[config.mk]
export PLATFORM = sky130hd
export DESIGN_NAME = dvp_capture_gen2
export DESIGN_NICKNAME = d
export VERILOG_FILES = /design/src/rtl/dvp_capture_gen2.sv
export SDC_FILE = /design/constraint.sdc
export NUM_CORES = 1
export LEC_CHECK = 0
export BUFFER_PORTS_ARGS = -buffer_cell sky130_fd_sc_hd__buf_2
export CELL_PAD_IN_SITES_DETAIL_PLACEMENT = 1
export CELL_PAD_IN_SITES_GLOBAL_PLACEMENT = 1
export CORE_MARGIN = 2
export CORE_UTILIZATION = 30
export DETAILED_ROUTE_END_ITERATION = 10
export PLACE_DENSITY_LB_ADDON = 0.1
export SETUP_SLACK_MARGIN = 0.05
export SLEW_MARGIN = 5
export SYNTH_ARGS = -nofsm -noshare
export SYNTH_HDL_FRONTEND = slang
export SYNTH_SLANG_ARGS = --single-unit
[constraint.sdc]
create_clock -name i_pclk -period 3.3 [get_ports i_pclk]
set_input_delay 0.33 -clock i_pclk [delete_from_list [all_inputs] [get_ports i_pclk]]
set_output_delay 0.33 -clock i_pclk [all_outputs]
set_load 0.01 [all_outputs]
[src/rtl/dvp_capture_gen2.sv]
`default_nettype none
// =============================================================================
// Module   : dvp_capture_gen2
// Purpose  : DVP camera capture front end (pclk domain). It skips start-up
//            frames, assembles 1- or 2-beat pixels and outputs X/Y addresses.
//            Optional runtime crop window: define DVP_CROP_EN.
// Revision : 1.0 - initial release
// =============================================================================
module dvp_capture_gen2 #(
  parameter int DATA_W      = 8,
  parameter int ADDR_W      = 12,
  parameter int SKIP_FRAMES = 10,
  parameter int VSYNC_POL   = 1,
  parameter int HREF_POL    = 1
) (
  input  logic                  i_pclk,
  input  logic                  i_rst_n,
  input  logic                  i_vsync,
  input  logic                  i_href,
  input  logic [DATA_W-1:0]     i_data,
  input  logic                  i_mode,
`ifdef DVP_CROP_EN
  input  logic [ADDR_W-1:0]     i_crop_x0,
  input  logic [ADDR_W-1:0]     i_crop_x1,
  input  logic [ADDR_W-1:0]     i_crop_y0,
  input  logic [ADDR_W-1:0]     i_crop_y1,
`endif
  output logic [2*DATA_W-1:0]   o_pixel_out,
  output logic                  o_pixel_valid,
  output logic [ADDR_W-1:0]     o_xaddr,
  output logic [ADDR_W-1:0]     o_yaddr,
  output logic                  o_frame_start,
  output logic                  o_frame_done,
  output logic                  o_image_ready,
  output logic                  o_line_err
);

  localparam int SKIP_W = (SKIP_FRAMES < 2) ? 1 : $clog2(SKIP_FRAMES + 1);
  localparam logic [SKIP_W-1:0] C_SKIP_LAST = SKIP_W'((SKIP_FRAMES > 0) ? SKIP_FRAMES - 1 : 0);
  localparam logic [ADDR_W-1:0] C_ADDR_MAX  = '1;
  localparam logic              C_VPOL      = (VSYNC_POL != 0);
  localparam logic              C_HPOL      = (HREF_POL != 0);

  localparam logic [1:0] S_IDLE = 2'd0;
  localparam logic [1:0] S_SKIP = 2'd1;
  localparam logic [1:0] S_RUN  = 2'd2;

  logic                r_v, r_h, r_v_d, r_h_d;
  logic [DATA_W-1:0]   r_d, r_hi;
  logic [1:0]          r_state;
  logic [SKIP_W-1:0]   r_skip;
  logic                r_mode, r_beat_odd;
  logic [ADDR_W-1:0]   r_x, r_y;
  logic [2*DATA_W-1:0] r_pixel_out;
  logic                r_pixel_valid, r_frame_start, r_frame_done, r_line_err;
  logic [ADDR_W-1:0]   r_xaddr, r_yaddr;

  logic                w_v_rise, w_v_fall, w_h_fall, w_pix_done, w_in_win, w_emit;
  logic [2*DATA_W-1:0] w_pix;
  logic [ADDR_W-1:0]   w_xo, w_yo;

  assign w_v_rise   = r_v & ~r_v_d;
  assign w_v_fall   = ~r_v & r_v_d;
  assign w_h_fall   = ~r_h & r_h_d;
  assign w_pix_done = r_h & (r_mode | r_beat_odd);
  assign w_pix      = r_mode ? {{DATA_W{1'b0}}, r_d} : {r_hi, r_d};
  // r_v high covers the v-rise cycle, so a pixel colliding with frame start is dropped
  assign w_emit     = w_pix_done & (r_state == S_RUN) & ~r_v & w_in_win;

`ifdef DVP_CROP_EN
  logic [ADDR_W-1:0] r_cx0, r_cx1, r_cy0, r_cy1;

  always_ff @(posedge i_pclk or negedge i_rst_n) begin
    if (!i_rst_n) begin
      r_cx0 <= '0;
      r_cx1 <= '0;
      r_cy0 <= '0;
      r_cy1 <= '0;
    end else if (w_v_rise) begin
      r_cx0 <= i_crop_x0;
      r_cx1 <= i_crop_x1;
      r_cy0 <= i_crop_y0;
      r_cy1 <= i_crop_y1;
    end
  end

  assign w_in_win = (r_x >= r_cx0) && (r_x <= r_cx1) && (r_y >= r_cy0) && (r_y <= r_cy1);
  assign w_xo     = r_x - r_cx0;
  assign w_yo     = r_y - r_cy0;
`else
  assign w_in_win = 1'b1;
  assign w_xo     = r_x;
  assign w_yo     = r_y;
`endif

  always_ff @(posedge i_pclk or negedge i_rst_n) begin
    if (!i_rst_n) begin
      r_v   <= 1'b0;
      r_h   <= 1'b0;
      r_v_d <= 1'b0;
      r_h_d <= 1'b0;
      r_d   <= '0;
    end else begin
      r_v   <= ~(i_vsync ^ C_VPOL);
      r_h   <= ~(i_href ^ C_HPOL);
      r_v_d <= r_v;
      r_h_d <= r_h;
      r_d   <= i_data;
    end
  end

  always_ff @(posedge i_pclk or negedge i_rst_n) begin
    if (!i_rst_n) begin
      r_state <= S_IDLE;
      r_skip  <= '0;
      r_mode  <= 1'b0;
    end else begin
      if (w_v_rise) begin
        r_mode <= i_mode;
      end
      case (r_state)
        S_IDLE: begin
          r_skip <= '0;
          if (w_v_rise) begin
            r_state <= (SKIP_FRAMES == 0) ? S_RUN : S_SKIP;
          end
        end
        S_SKIP: begin
          if (w_v_rise) begin
            if (r_skip == C_SKIP_LAST) begin
              r_state <= S_RUN;
            end else begin
              r_skip <= r_skip + 1'b1;
            end
          end
        end
        S_RUN:   r_state <= S_RUN;
        default: r_state <= S_IDLE;
      endcase
    end
  end

  always_ff @(posedge i_pclk or negedge i_rst_n) begin
    if (!i_rst_n) begin
      r_beat_odd <= 1'b0;
      r_hi       <= '0;
      r_x        <= '0;
      r_y        <= '0;
      r_line_err <= 1'b0;
    end else begin
      r_beat_odd <= r_h & ~r_beat_odd;
      if (r_h && !r_beat_odd) begin
        r_hi <= r_d;
      end
      if (!r_h) begin
        r_x <= '0;
      end else if (w_pix_done && r_x != C_ADDR_MAX) begin
        r_x <= r_x + 1'b1;
      end
      if (r_v) begin
        r_y <= '0;
      end else if (w_h_fall && r_y != C_ADDR_MAX) begin
        r_y <= r_y + 1'b1;
      end
      // r_beat_odd still holds the finished line's parity on the h falling-edge cycle
      if (w_v_rise) begin
        r_line_err <= 1'b0;
      end else if (w_h_fall && !r_mode && r_beat_odd) begin
        r_line_err <= 1'b1;
      end
    end
  end

  always_ff @(posedge i_pclk or negedge i_rst_n) begin
    if (!i_rst_n) begin
      r_pixel_valid <= 1'b0;
      r_pixel_out   <= '0;
      r_xaddr       <= '0;
      r_yaddr       <= '0;
      r_frame_start <= 1'b0;
      r_frame_done  <= 1'b0;
    end else begin
      r_pixel_valid <= w_emit;
      if (w_emit) begin
        r_pixel_out <= w_pix;
        r_xaddr     <= w_xo;
        r_yaddr     <= w_yo;
      end
      r_frame_start <= w_v_rise;
      r_frame_done  <= w_v_fall & (r_state == S_RUN);
    end
  end

  assign o_pixel_out   = r_pixel_out;
  assign o_pixel_valid = r_pixel_valid;
  assign o_xaddr       = r_xaddr;
  assign o_yaddr       = r_yaddr;
  assign o_frame_start = r_frame_start;
  assign o_frame_done  = r_frame_done;
  assign o_image_ready = (r_state == S_RUN);
  assign o_line_err    = r_line_err;

endmodule
`default_nettype wire

=== Yosys cells after proc, flatten, opt, wreduce, memory -nomap -nowiden ===
Index checks and enable logic that the tools add are counted.

* Bits in registers: 96
* Output and inout bits: 45

* Add/subtract/negate cells: 3
* Equality and inequality tests: 10
* Mux-type cells: 14
* Bitwise operators: 13
* Reductions and logical operators: 13

{| class="wikitable"
|+ Operators by type and width
! cell !! count
|-
| 2-to-1 mux 12 bit || 4
|-
| adder 12 x 1 -> 12 bit, second input constant || 2
|-
| != test 12 bit, second input constant || 2
|-
| 2-to-1 mux 16 bit || 1
|-
| AND 1 bit || 8
|-
| 2-to-1 mux 4 bit || 2
|-
| != test 2 bit, second input constant || 4
|-
| case mux 4 bit (2 select lines) || 1
|-
| 2-to-1 mux 2 bit || 3
|-
| case mux 2 bit (3 select lines) || 1
|-
| AND reduction 3 bit || 2
|-
| nonzero test 2 bit || 3
|-
| logical AND 1 bit || 5
|-
| adder 4 x 1 -> 4 bit, second input constant || 1
|-
| == test 4 bit, second input constant || 1
|-
| inverter 1 bit || 4
|-
| == test 2 x 1 -> 1 bit, second input constant || 1
|-
| == test 2 bit, second input constant || 1
|-
| logical NOT 1 bit || 2
|-
| logical NOT 2 bit || 1
|-
| 2-to-1 mux 1 bit || 2
|-
| != test 2 x 1 -> 1 bit, second input constant || 1
|-
| bitwise OR 1 bit || 1
|}

=== Depth between registers and ports, before layout ===
Gate-level depths: netlist of the first run.

* Depth in word-level cells: 6
* Gate-level depth with buffers: 9
* Depth with buffers taken out: 7

=== Worst setup path after synthesis of the first run ===
No wires, ideal clock.

* Kind: register to register
* From: register r_state[0]
* To: register r_yaddr[0], in the netlist o_yaddr[0]
* Library setup time: 0.065 ns
* Data arrival time: 1.570 ns
* Data required time: 3.235 ns
* Setup slack: 1.665 ns
* Stages on the path, launching flop included: 10
* Path buffers: 2
* Path through: dfrtp_1 inv_1 ha_1 nor2b_1 nand3_1 inv_1 buf_2 buf_2 nand2_1 nand2_1

* Cells in the longest elaborated chain, start to end: 3

{| class="wikitable"
|+ RTL lines
! what !! RTL line !! RTL
|-
| from (decl) || 50 || <nowiki>logic [1:0] r_state;</nowiki>
|-
| from (signal assigned) || 125 || <nowiki>r_state <= (SKIP_FRAMES == 0) ? S_RUN : S_SKIP;</nowiki>
|-
| == test 2 bit || -- ||
|-
| named net o_image_ready || 34 || <nowiki>output logic o_image_ready,</nowiki>
|-
| AND 1 bit (2 in series) || 68 || <nowiki>assign w_emit = w_pix_done & (r_state == S_RUN) & ~r_v & w_in_win;</nowiki>
|-
| to (signal assigned) || 187 || <nowiki>r_yaddr <= w_yo;</nowiki>
|-
| to (decl) || 56 || <nowiki>logic [ADDR_W-1:0] r_xaddr, r_yaddr;</nowiki>
|}

The timed path passes the listed nets, and every way through them passes these cells.
A chain may end at the register's enable or synchronous reset.

=== Worst setup path after layout of the first run ===
* From: register r_h
* To: register r_hi[7]

* Cells in the longest elaborated chain, start to end: 1

{| class="wikitable"
|+ RTL lines
! what !! RTL line !! RTL
|-
| from (decl) || 48 || <nowiki>logic r_v, r_h, r_v_d, r_h_d;</nowiki>
|-
| from (signal assigned) || 105 || <nowiki>r_h <= ~(i_href ^ C_HPOL);</nowiki>
|-
| logical AND 1 bit || 152 || <nowiki>if (r_h && !r_beat_odd) begin</nowiki>
|-
| to (signal assigned) || 153 || <nowiki>r_hi <= r_d;</nowiki>
|-
| to (decl) || 49 || <nowiki>logic [DATA_W-1:0] r_d, r_hi;</nowiki>
|}

No other way between the ends.

==> results.toml, run 1 <==
[routing]
drt_iter0_drc = 149
drc_errors = 0
final_antenna_net_count = 0
routed_wl_mm = 9.44
drtPass1Iterations = 4
viasPerCell = 4.75
avgRoutedWirePerCell_um = 15.1
via_count = 2977

[global_route]
grt_pass1_wl_mm = 16.1
first_global_vias = 3148
grt_antenna_before_repair = 0
overflow = 0
grtUsageTotal_pct = 14.4
grt_max_degree = 84

[sta]
finalCritPeriodShare_pct = 66.5
max_slew.worst_pin.slew_ps = 1080
hold_viol_final = 0
tns_ps = 0
hold_ws_ps = 87.4
clock_skew_ps = 4.77
drv_slew = 0
finalSetupViolCount = 0
rsz0062_at_grt = "no"
relSlewSlack_pct = 27.8
post-route-min-period_ps = 2200
fmax_ghz = 0.455

[clock_network]
numCtsBuffers = 9
clock_latency_ps = 350
path_clk_slew_ps = 60
cts_tree = "yes"
cts_hold_buf = 0
cts-root-buf = "clkbuf_16"
cts.path.max_buffers = 2
cts.repair.resized = 0
clock_sinks = 96
postCtsSetupRepairBufs = 0
ctsHtreeMaxLevel = 3

[logic_synthesis]
yosysSeqAreaShare_pct = 59.9
ys_async_sr_fraction_pct = 100
avgSynthCellArea_um2 = 10.4
synth_edf_count = 0
synthesis.area_um2 = 4010
synth_top_area_cell = "dfrtp_1"
synth-seq-cells = 96
synth_flop_cell = "dfrtp_1"
syn-num-nets = 404
synthCells = 384
ys_types = 51
synth_area_leaders = "dfrtp_1 60%, nand2_1 11%, mux2_2 2.8%"
ys_warn_count = 0
synth_top_area_share_pct = 59.9

[die]
pin_count = 58
start_util_pct = 30.5
die_width_um = 120
rows = 42
core-area_um2 = 13100
die_area_um2 = 14300
die_h_um = 120

[status]
outcome = "finished, final reports clean"

[critical_path]
start_kind = "flop"
end_kind = "flop"
cp.required_ps = 3530
critPathMaxFanout = 15
crit_arrival_ps = 2430
worstSetupPathType = "flop to flop"

[job]
cap_violations = 0

[worst_hold_path]
hp-class = "primary input to flop"

[power_and_ir_drop]
ir_worst_vdd_mv = 0.250
leakage_nw = 2.44
power.density_nw_per_um2 = 647

[place]
gp_congestion = 0.747
dp_hpwl_mm = 6.19
port_buffers = 57

[layout]
nNetsFinal = 466
syn_to_final_growth_pct = 20.6
final_layout_size_suffix_gt1_share_pct = 21.5
antenna-diode-count = 0
seq_area_um2 = 2400
fillers = 1486
multiInputGateArea_um2 = 1520
[synthesized netlist by cell type, drive strengths merged (2+ instances only)]
library cell / instances
a211oi: 2
a21oi: 13
a31oi: 3
and2: 3
and4: 2
and4b: 2
buf: 2
clkbuf: 8
clkinv: 3
dfrtp: 96
ha: 7
inv: 9
mux2: 10
mux2i: 7
nand2: 122
nand2b: 5
nand3: 15
nand4: 7
nor2: 16
nor2b: 3
nor3: 2
nor4: 2
o211ai: 2
o21ai: 9
o22ai: 2
o311ai: 3
o31ai: 4
o41ai: 3
or3: 3
or4: 4
xor2: 5
[final timing paths]
kind                            slack (ps)        startpoint  depth (start not counted)                         end
worst max-delay path                  1100     r_h$_DFF_PN0_                          3         r_hi[7]$_DFFE_PN0P_
worst min-delay path                    90         i_data[5]                          1            r_d[5]$_DFF_PN0_
worst max register to register        1100     r_h$_DFF_PN0_                          3         r_hi[7]$_DFFE_PN0P_
worst min register to register         470  r_d[3]$_DFF_PN0_                          2  o_pixel_out[3]$_DFFE_PN0P_
max in group asynchronous             2370           i_rst_n                          2          r_y[2]$_DFFE_PN0P_
min in group asynchronous              190           i_rst_n                          1      o_xaddr[5]$_DFFE_PN0P_
[worst max-delay path: stages (launching register included)]
cell and delay, ps:
dfrtp_1 700, clkinv_1 430, nor2_2 540, mux2_2 400
[layout by cell type, fill, tap and decap left out, types with 2 or more instances in the layout]
| cell type | count |
|---|---|
| nand2_1 | 122 |
| dfrtp_1 | 96 |
| buf_2 | 56 |
| nor2_1 | 15 |
| a21oi_1 | 13 |
| nand3_1 | 13 |
| mux2_2 | 10 |
| inv_1 | 9 |
| o21ai_0 | 9 |
| clkbuf_16 | 9 |
| mux2i_1 | 7 |
| ha_1 | 7 |
| nand2b_1 | 5 |
| nand4_1 | 5 |
| xor2_1 | 5 |
| buf_4 | 5 |
| or4_1 | 4 |
| clkinv_1 | 3 |
| nor2b_1 | 3 |
| and2_1 | 3 |
| a31oi_1 | 3 |
| o41ai_1 | 3 |
| o311ai_0 | 3 |
| o31ai_1 | 3 |
| clkbuf_8 | 3 |
| nand3_2 | 2 |
| o22ai_1 | 2 |
| o211ai_1 | 2 |
| nor3_1 | 2 |
| a211oi_1 | 2 |
| or3_1 | 2 |
| clkbuf_1 | 2 |
| bufinv_16 | 2 |
[routing by layer]
metal  GRT usage (%)  vias to the layer above  share of wire (%)
li1                -                     1430                  -
met1            18.0                     1499                 46
met2            23.4                       42                 50
met3            4.85                        6                3.8
met4            4.78                        0               0.78
met5               0                        -                  0
[kinds of logic after synthesis]
kind of cell,Yosys count,share of synthesized area [%]
buffers and inverters,22,2.37
DFF,96,59.9
xor gates and xnor gates,5,1.09
AOI/OAI and AO/OA,48,7.95
and+or+nand+nor,189,22.0
adders and majority gates,7,2.18
muxes,17,4.55
[metrics by stage]
stage          setup slack (ps)  std cells  power [mW]  utilization [%]  area [µm²]
3_5_place_dp               1090        611        2.00             34.3        4510
3_3_place_gp               1090        611        1.98             34.3        4510
4_1_cts                    1070        627        3.20             36.8        4840
5_1_grt                     890        627        3.32             36.8        4840
2_1_floorplan              1660        384        1.76                -        4010
6_report                   1100        627        3.13             36.8        4840
[sequential cells by signal, indices dropped and copies added (netlist names)]
| signal | flops |
|---|---|
| r_h | 1 |
| r_skip | 4 |
| r_hi | 8 |
| o_xaddr | 12 |
| r_state | 2 |
| r_v_d | 1 |
| r_mode | 1 |
| o_pixel_valid | 1 |
| r_beat_odd | 1 |
| r_x | 12 |
| o_frame_done | 1 |
| r_y | 12 |
| r_h_d | 1 |
| o_yaddr | 12 |
| r_d | 8 |
| o_pixel_out | 16 |
| o_frame_start | 1 |
| r_v | 1 |
| o_line_err | 1 |
[power breakdown]
part	internal [mW]	switching (mW)
Combinational	0.213	0.316
Sequential	1.33	0.0963
Clock	0.727	0.443
[final cells by class]
type / count / share of cell area, %
flip-flops and latches: 96 / 49.6
multi-input cells: 266 / 31.4
repair buffers: 61 / 6.57
clock buffers: 14 / 5.66
well taps: 176 / 4.55
clock inverters: 2 / 1.24
inverters: 12 / 0.931
Note: power is estimated with default switching activity, not from simulation.
==> inputs of run 2 (changes only) <==
==> constraint.sdc (replaced) <==
create_clock -name i_pclk -period 2.05 [get_ports i_pclk]
set_input_delay 0.205 -clock i_pclk [delete_from_list [all_inputs] [get_ports i_pclk]]
set_output_delay 0.205 -clock i_pclk [all_outputs]
set_load 0.01 [all_outputs]
==> run 2 against run 1 <==
Compared with the run above: register-to-register slack worse by 900 ps; sequential power is 61% higher; highest routed layer unchanged; critical path type unchanged; count of clock-buffer cells in the layout is 5 lower; combinational power is 71% higher; final cell count is 2.9% higher; final area is 4.4% higher; hold slack better by 4.4 ps; worst setup slack worse by 900 ps; sequential share of layout area is 2.1 points lower; die area stayed put; utilization is 1.6 points higher; non-clock buffer count is 18 higher.
==> results.toml, run 2 (synthesized netlist as in run 1, its figures left out) <==
[status]
outcome = "finished, final reports clean"

[sta]
finalSetupViolCount = 0
relSlewSlack_pct = 63.3
max_slew.worst_pin.slew_ps = 549
finalCritPeriodShare_pct = 90.1
hold_viol_final = 0
drv_slew = 0
tns_ps = 0
rsz0062_at_grt = "no"
clock_skew_ps = 11.7
hold_ws_ps = 91.8
post-route-min-period_ps = 1850
fmax_ghz = 0.541
final.setup.worst_slack_ps = 202

[clock_network]
cts.path.max_buffers = 2
clock_latency_ps = 350
ctsHtreeMaxLevel = 3
path_clk_slew_ps = 60
numCtsBuffers = 9
cts_tree = "yes"
cts-root-buf = "clkbuf_16"
clock_sinks = 96
postCtsSetupRepairBufs = 0

[global_route]
grt_max_degree = 97
grt_antenna_before_repair = 0
first_global_vias = 3297
overflow = 0
grtUsageTotal_pct = 15.1
grt_pass1_wl_mm = 16.7

[die]
core-area_um2 = 13100
die_area_um2 = 14300
die_h_um = 120
pin_count = 58
rows = 42
die_width_um = 120
start_util_pct = 30.5

[power_and_ir_drop]
power.density_nw_per_um2 = 1020
ir_worst_vdd_mv = 0.538
p_comb_share_pct = 17.6
switchingPower_mw = 1.42
leakage_nw = 2.53
switching_share_pct = 27.6
p_int_mw = 3.72
total_power_mw = 5.14
pwr-share-clk_pct = 37.7
seq_power_share_pct = 44.7

[routing]
drc_errors = 0
viasPerCell = 4.70
routed_wl_mm = 9.70
drtPass1Iterations = 4
avgRoutedWirePerCell_um = 15.0
drt_iter0_drc = 101
via_count = 3033
final_antenna_net_count = 0

[place]
gp_congestion = 0.746
place_area_um2 = 4600
pre_cts_ws_ps = 181
port_buffers = 57
dp_hpwl_mm = 6.41
dpl.cell_count = 618

[critical_path]
rr_worst_depth = 6
end_kind = "flop"
crit_arrival_ps = 2120
critPathMaxFanout = 8
worstSetupPathType = "flop to flop"
cp.required_ps = 2320
start_kind = "flop"

[layout]
layout_common_cells = "122 x nand2_1, 95 x dfrtp_1, 56 x buf_2, 15 x nor2_1"
antenna-diode-count = 0
final_layout_size_suffix_gt1_share_pct = 22.8
nNetsFinal = 484
largest_register_ffs = 16
multiInputGateArea_um2 = 1520
fillers = 1514
final_cells = 645
seq_area_um2 = 2400
final_common_cell = "nand2_1"
fin_area_um2 = 5050
post-route-util_pct = 38.5
syn_to_final_growth_pct = 25.9

[worst_hold_path]
hp-class = "primary input to flop"
whs_path_depth = 3

[job]
cap_violations = 0
[run 2: cell types whose count changed in the layout (fill, tap and decap cells not counted)]
cell	change
dfrtp_1	-1
clkbuf_1	-2
dfrtp_2	+1
clkinv_2	+1
clkinvlp_4	+1
bufinv_16	+1
clkinv_4	+2
dlygate4sd3_1	+11
buf_12	+3
buf_4	+4
clkbuf_8	-3
[run 2: layout make-up]
class,count,share of cell area [%]
repair buffers,79,10.3
clock buffers,9,4.46
clock inverters,7,2.38
inverters,12,0.892
well taps,176,4.36
multi-input cells,266,30.1
flip-flops and latches,96,47.6
[run 2: per-layer routing]
metal  global-route usage, %  share of wire [%]  vias to the layer above
met5                       0                  0                        -
li1                        -                  -                     1468
met1                    18.4                 45                     1519
met4                    5.07                1.0                        0
met3                    4.75                3.5                        8
met2                    25.3                 51                       38
[run 2: power groups by stage]
stage | combinational, mW | sequential [mW] | clock [mW]
after floorplan | 0.426 | 2.40 | 0
after global placement | 0.899 | 2.32 | 0
after detailed placement | 0.917 | 2.34 | 0
after CTS | 0.938 | 2.31 | 2.02
after global routing | 1.04 | 2.34 | 2.10
final | 0.907 | 2.30 | 1.94
[run 2: path summary, 6_finish.rpt]
check | from | endpoint | slack [ps]
worst min register to register | o_pixel_out[12]$_DFFE_PN0P_ | o_pixel_out[12]$_DFFE_PN0P_ | 470
worst min-delay path | i_mode | r_mode$_DFFE_PN0P_ | 90
max in group asynchronous | i_rst_n | r_y[0]$_DFFE_PN0P_ | 1150
worst max register to register | r_y[0]$_DFFE_PN0P_ | r_y[11]$_DFFE_PN0P_ | 200
min in group asynchronous | i_rst_n | o_xaddr[4]$_DFFE_PN0P_ | 440
worst max-delay path | r_y[0]$_DFFE_PN0P_ | r_y[11]$_DFFE_PN0P_ | 200
[run 2: critical path, cell delays in order (launching register included)]
cell and delay, ps:
dfrtp_2 450, ha_1 250, nand4_1 150, nor3_1 60
buf_4 170, or4_1 520, a21oi_1 160
[run 2: timing repair]
item / 4_1_cts / 5_1_grt
endpoints found under the setup margin: 0 / 1
hold buffers: 11 / 0
gates resized for setup: 0 / 1
endpoints found under the hold margin: 106 / 0
==> inputs of run 3 (changes only) <==
==> config.mk (replaced) <==
export PLATFORM = sky130hd
export DESIGN_NAME = dvp_capture_gen2
export DESIGN_NICKNAME = d
export VERILOG_FILES = /design/src/rtl/dvp_capture_gen2.sv
export SDC_FILE = /design/constraint.sdc
export NUM_CORES = 1
export LEC_CHECK = 0
export BUFFER_PORTS_ARGS = -buffer_cell sky130_fd_sc_hd__buf_2
export CORE_MARGIN = 2
export CORE_UTILIZATION = 30
export DETAILED_ROUTE_END_ITERATION = 10
export SETUP_SLACK_MARGIN = 0.05
export SYNTH_ARGS = -nofsm -noshare
export SYNTH_HDL_FRONTEND = slang
export SYNTH_SLANG_ARGS = --single-unit
==> run 3 against run 2 <==
Compared with the run above: sequential power about the same; power down 3.7%; clock power down 9%; largest power group unchanged; first-iteration DRC count up 86%; largest cell class unchanged; final area down 1.4%; utilization down 0.55 points; clock skew down 7.8 ps.
==> results.toml, run 3 (synthesized netlist as in run 1, its figures left out) <==
[status]
outcome = "finished, final reports clean"

[clock_network]
cts-root-buf = "clkbuf_16"
path_clk_slew_ps = 70
numCtsBuffers = 9
ctsHtreeMaxLevel = 3
clock_sinks = 96
clock_latency_ps = 340
cts.path.max_buffers = 2
cts_tree = "yes"

[layout]
final_layout_size_suffix_gt1_share_pct = 21.8
final_common_cell = "nand2_1"
syn_to_final_growth_pct = 24.1
fin_area_um2 = 4980
layout_common_cells = "122 x nand2_1, 96 x dfrtp_1, 56 x buf_2, 15 x nor2_1, 14 x nand3_1"
largest_register_ffs = 16
fillers = 1319
seq_area_um2 = 2400
antenna-diode-count = 0
nNetsFinal = 482
multiInputGateArea_um2 = 1520

[power_and_ir_drop]
ir_worst_vdd_mv = 0.392
leakage_nw = 2.50
total_power_mw = 4.95
power.density_nw_per_um2 = 994

[critical_path]
cp.required_ps = 2320
start_kind = "flop"
crit_arrival_ps = 2010
critPathMaxFanout = 8
end_kind = "flop"
worstSetupPathType = "flop to flop"

[global_route]
grt_max_degree = 45
gr-usage-met1_pct = 16.3
grt_pass1_wl_mm = 14.4
grtUsageMet2_pct = 20.6
gr-max-usage-layer = "met2"
met3_usage_pct = 3.42
grtUsageTotal_pct = 12.7
first_global_vias = 2930
overflow = 0
grt_antenna_before_repair = 0

[die]
rows = 42
pin_count = 58
core-area_um2 = 13100
die_area_um2 = 14300
die_h_um = 120
start_util_pct = 30.5
die_width_um = 120

[routing]
drt_iter0_drc = 188
routed_wl_mm = 8.82
drtPass1Iterations = 5
via_count = 3006
final_antenna_net_count = 0
viasPerCell = 4.67
drc_errors = 0
avgRoutedWirePerCell_um = 13.7

[sta]
finalCritPeriodShare_pct = 84.6
hold_viol_final = 0
finalSetupViolCount = 0
tns_ps = 0
drv_slew = 0
clock_skew_ps = 3.90
rsz0062_at_grt = "no"
relSlewSlack_pct = 61.2
max_slew.worst_pin.slew_ps = 582
fmax_ghz = 0.576
post-route-min-period_ps = 1730

[place]
port_buffers = 57
place_area_um2 = 4550
gp_congestion = 0.808
dp_hpwl_mm = 6.01

[job]
cap_violations = 0

[worst_hold_path]
hp-class = "primary input to flop"
run 3: cell types whose count changed in the layout (fill, tap and decap cells not counted):
cell / before / now
nand3_2: 2 / 1
clkbuf_1: 0 / 2
bufinv_16: 3 / 2
nand3_1: 13 / 14
clkinv_4: 2 / 1
dfrtp_2: 1 / 0
nor3_2: 0 / 1
buf_12: 3 / 1
nor3_1: 2 / 1
dfrtp_1: 95 / 96
run 3: final cells by class:
cell class,instances,area share [%]
clock inverters,5,1.63
well taps,176,4.42
inverters,12,0.905
clock buffers,11,4.67
flip-flops and latches,96,48.2
repair buffers,77,9.60
multi-input cells,266,30.5
run 3: per-stage QoR:
| stage | std cells | setup slack [ps] | hold WS, ps | utilization (%) |
|---|---|---|---|---|
| after floorplan | 384 | 415 | -90.6 | - |
| after global placement | 616 | 302 | 246 | 34.6 |
| after detailed placement | 616 | 181 | 251 | 34.6 |
| after CTS | 643 | 125 | 83.7 | 37.9 |
| after global routing | 643 | 127 | 104 | 37.9 |
| final | 643 | 315 | 87.3 | 37.9 |
run 3: final timing paths:
path	start	end	slack, ps	cells after the start
max	r_y[0]$_DFFE_PN0P_	r_y[11]$_DFFE_PN0P_	320	5
min	i_mode	r_mode$_DFFE_PN0P_	90	3
max reg2reg	r_y[0]$_DFFE_PN0P_	r_y[11]$_DFFE_PN0P_	320	5
min reg2reg	o_pixel_out[9]$_DFFE_PN0P_	o_pixel_out[9]$_DFFE_PN0P_	460	2
max in group asynchronous	i_rst_n	r_y[10]$_DFFE_PN0P_	1010	3
min in group asynchronous	i_rst_n	o_pixel_out[5]$_DFFE_PN0P_	410	2
run 3: report_power, final:
part           internal, mW  leakage [nW]  switching [mW]
clock network          1.07         0.150           0.701
logic                 0.370          1.09           0.517
registers              2.15          1.26           0.148
run 3: worst max-delay path, stage by stage, from the launching register on:
cell and delay [ps]:
dfrtp_1 450, ha_1 270, nand4_1 160, nor3_2 120, or4_1 520, a21oi_1 150
run 3: timing repair:
| action | CTS | global route |
|---|---|---|
| hold buffers | 11 | 0 |
| gates resized for setup | 0 | 1 |
| endpoints found under the setup margin | 0 | 3 |
| endpoints found under the hold margin | 52 | 0 |
| setup buffers | 0 | 0 |
run 3: metal layers:
metal	vias up	share of wire (%)
met5	-	0
met4	0	1.4
met3	10	3.8
met2	53	49
met1	1468	45
li1	1475	-
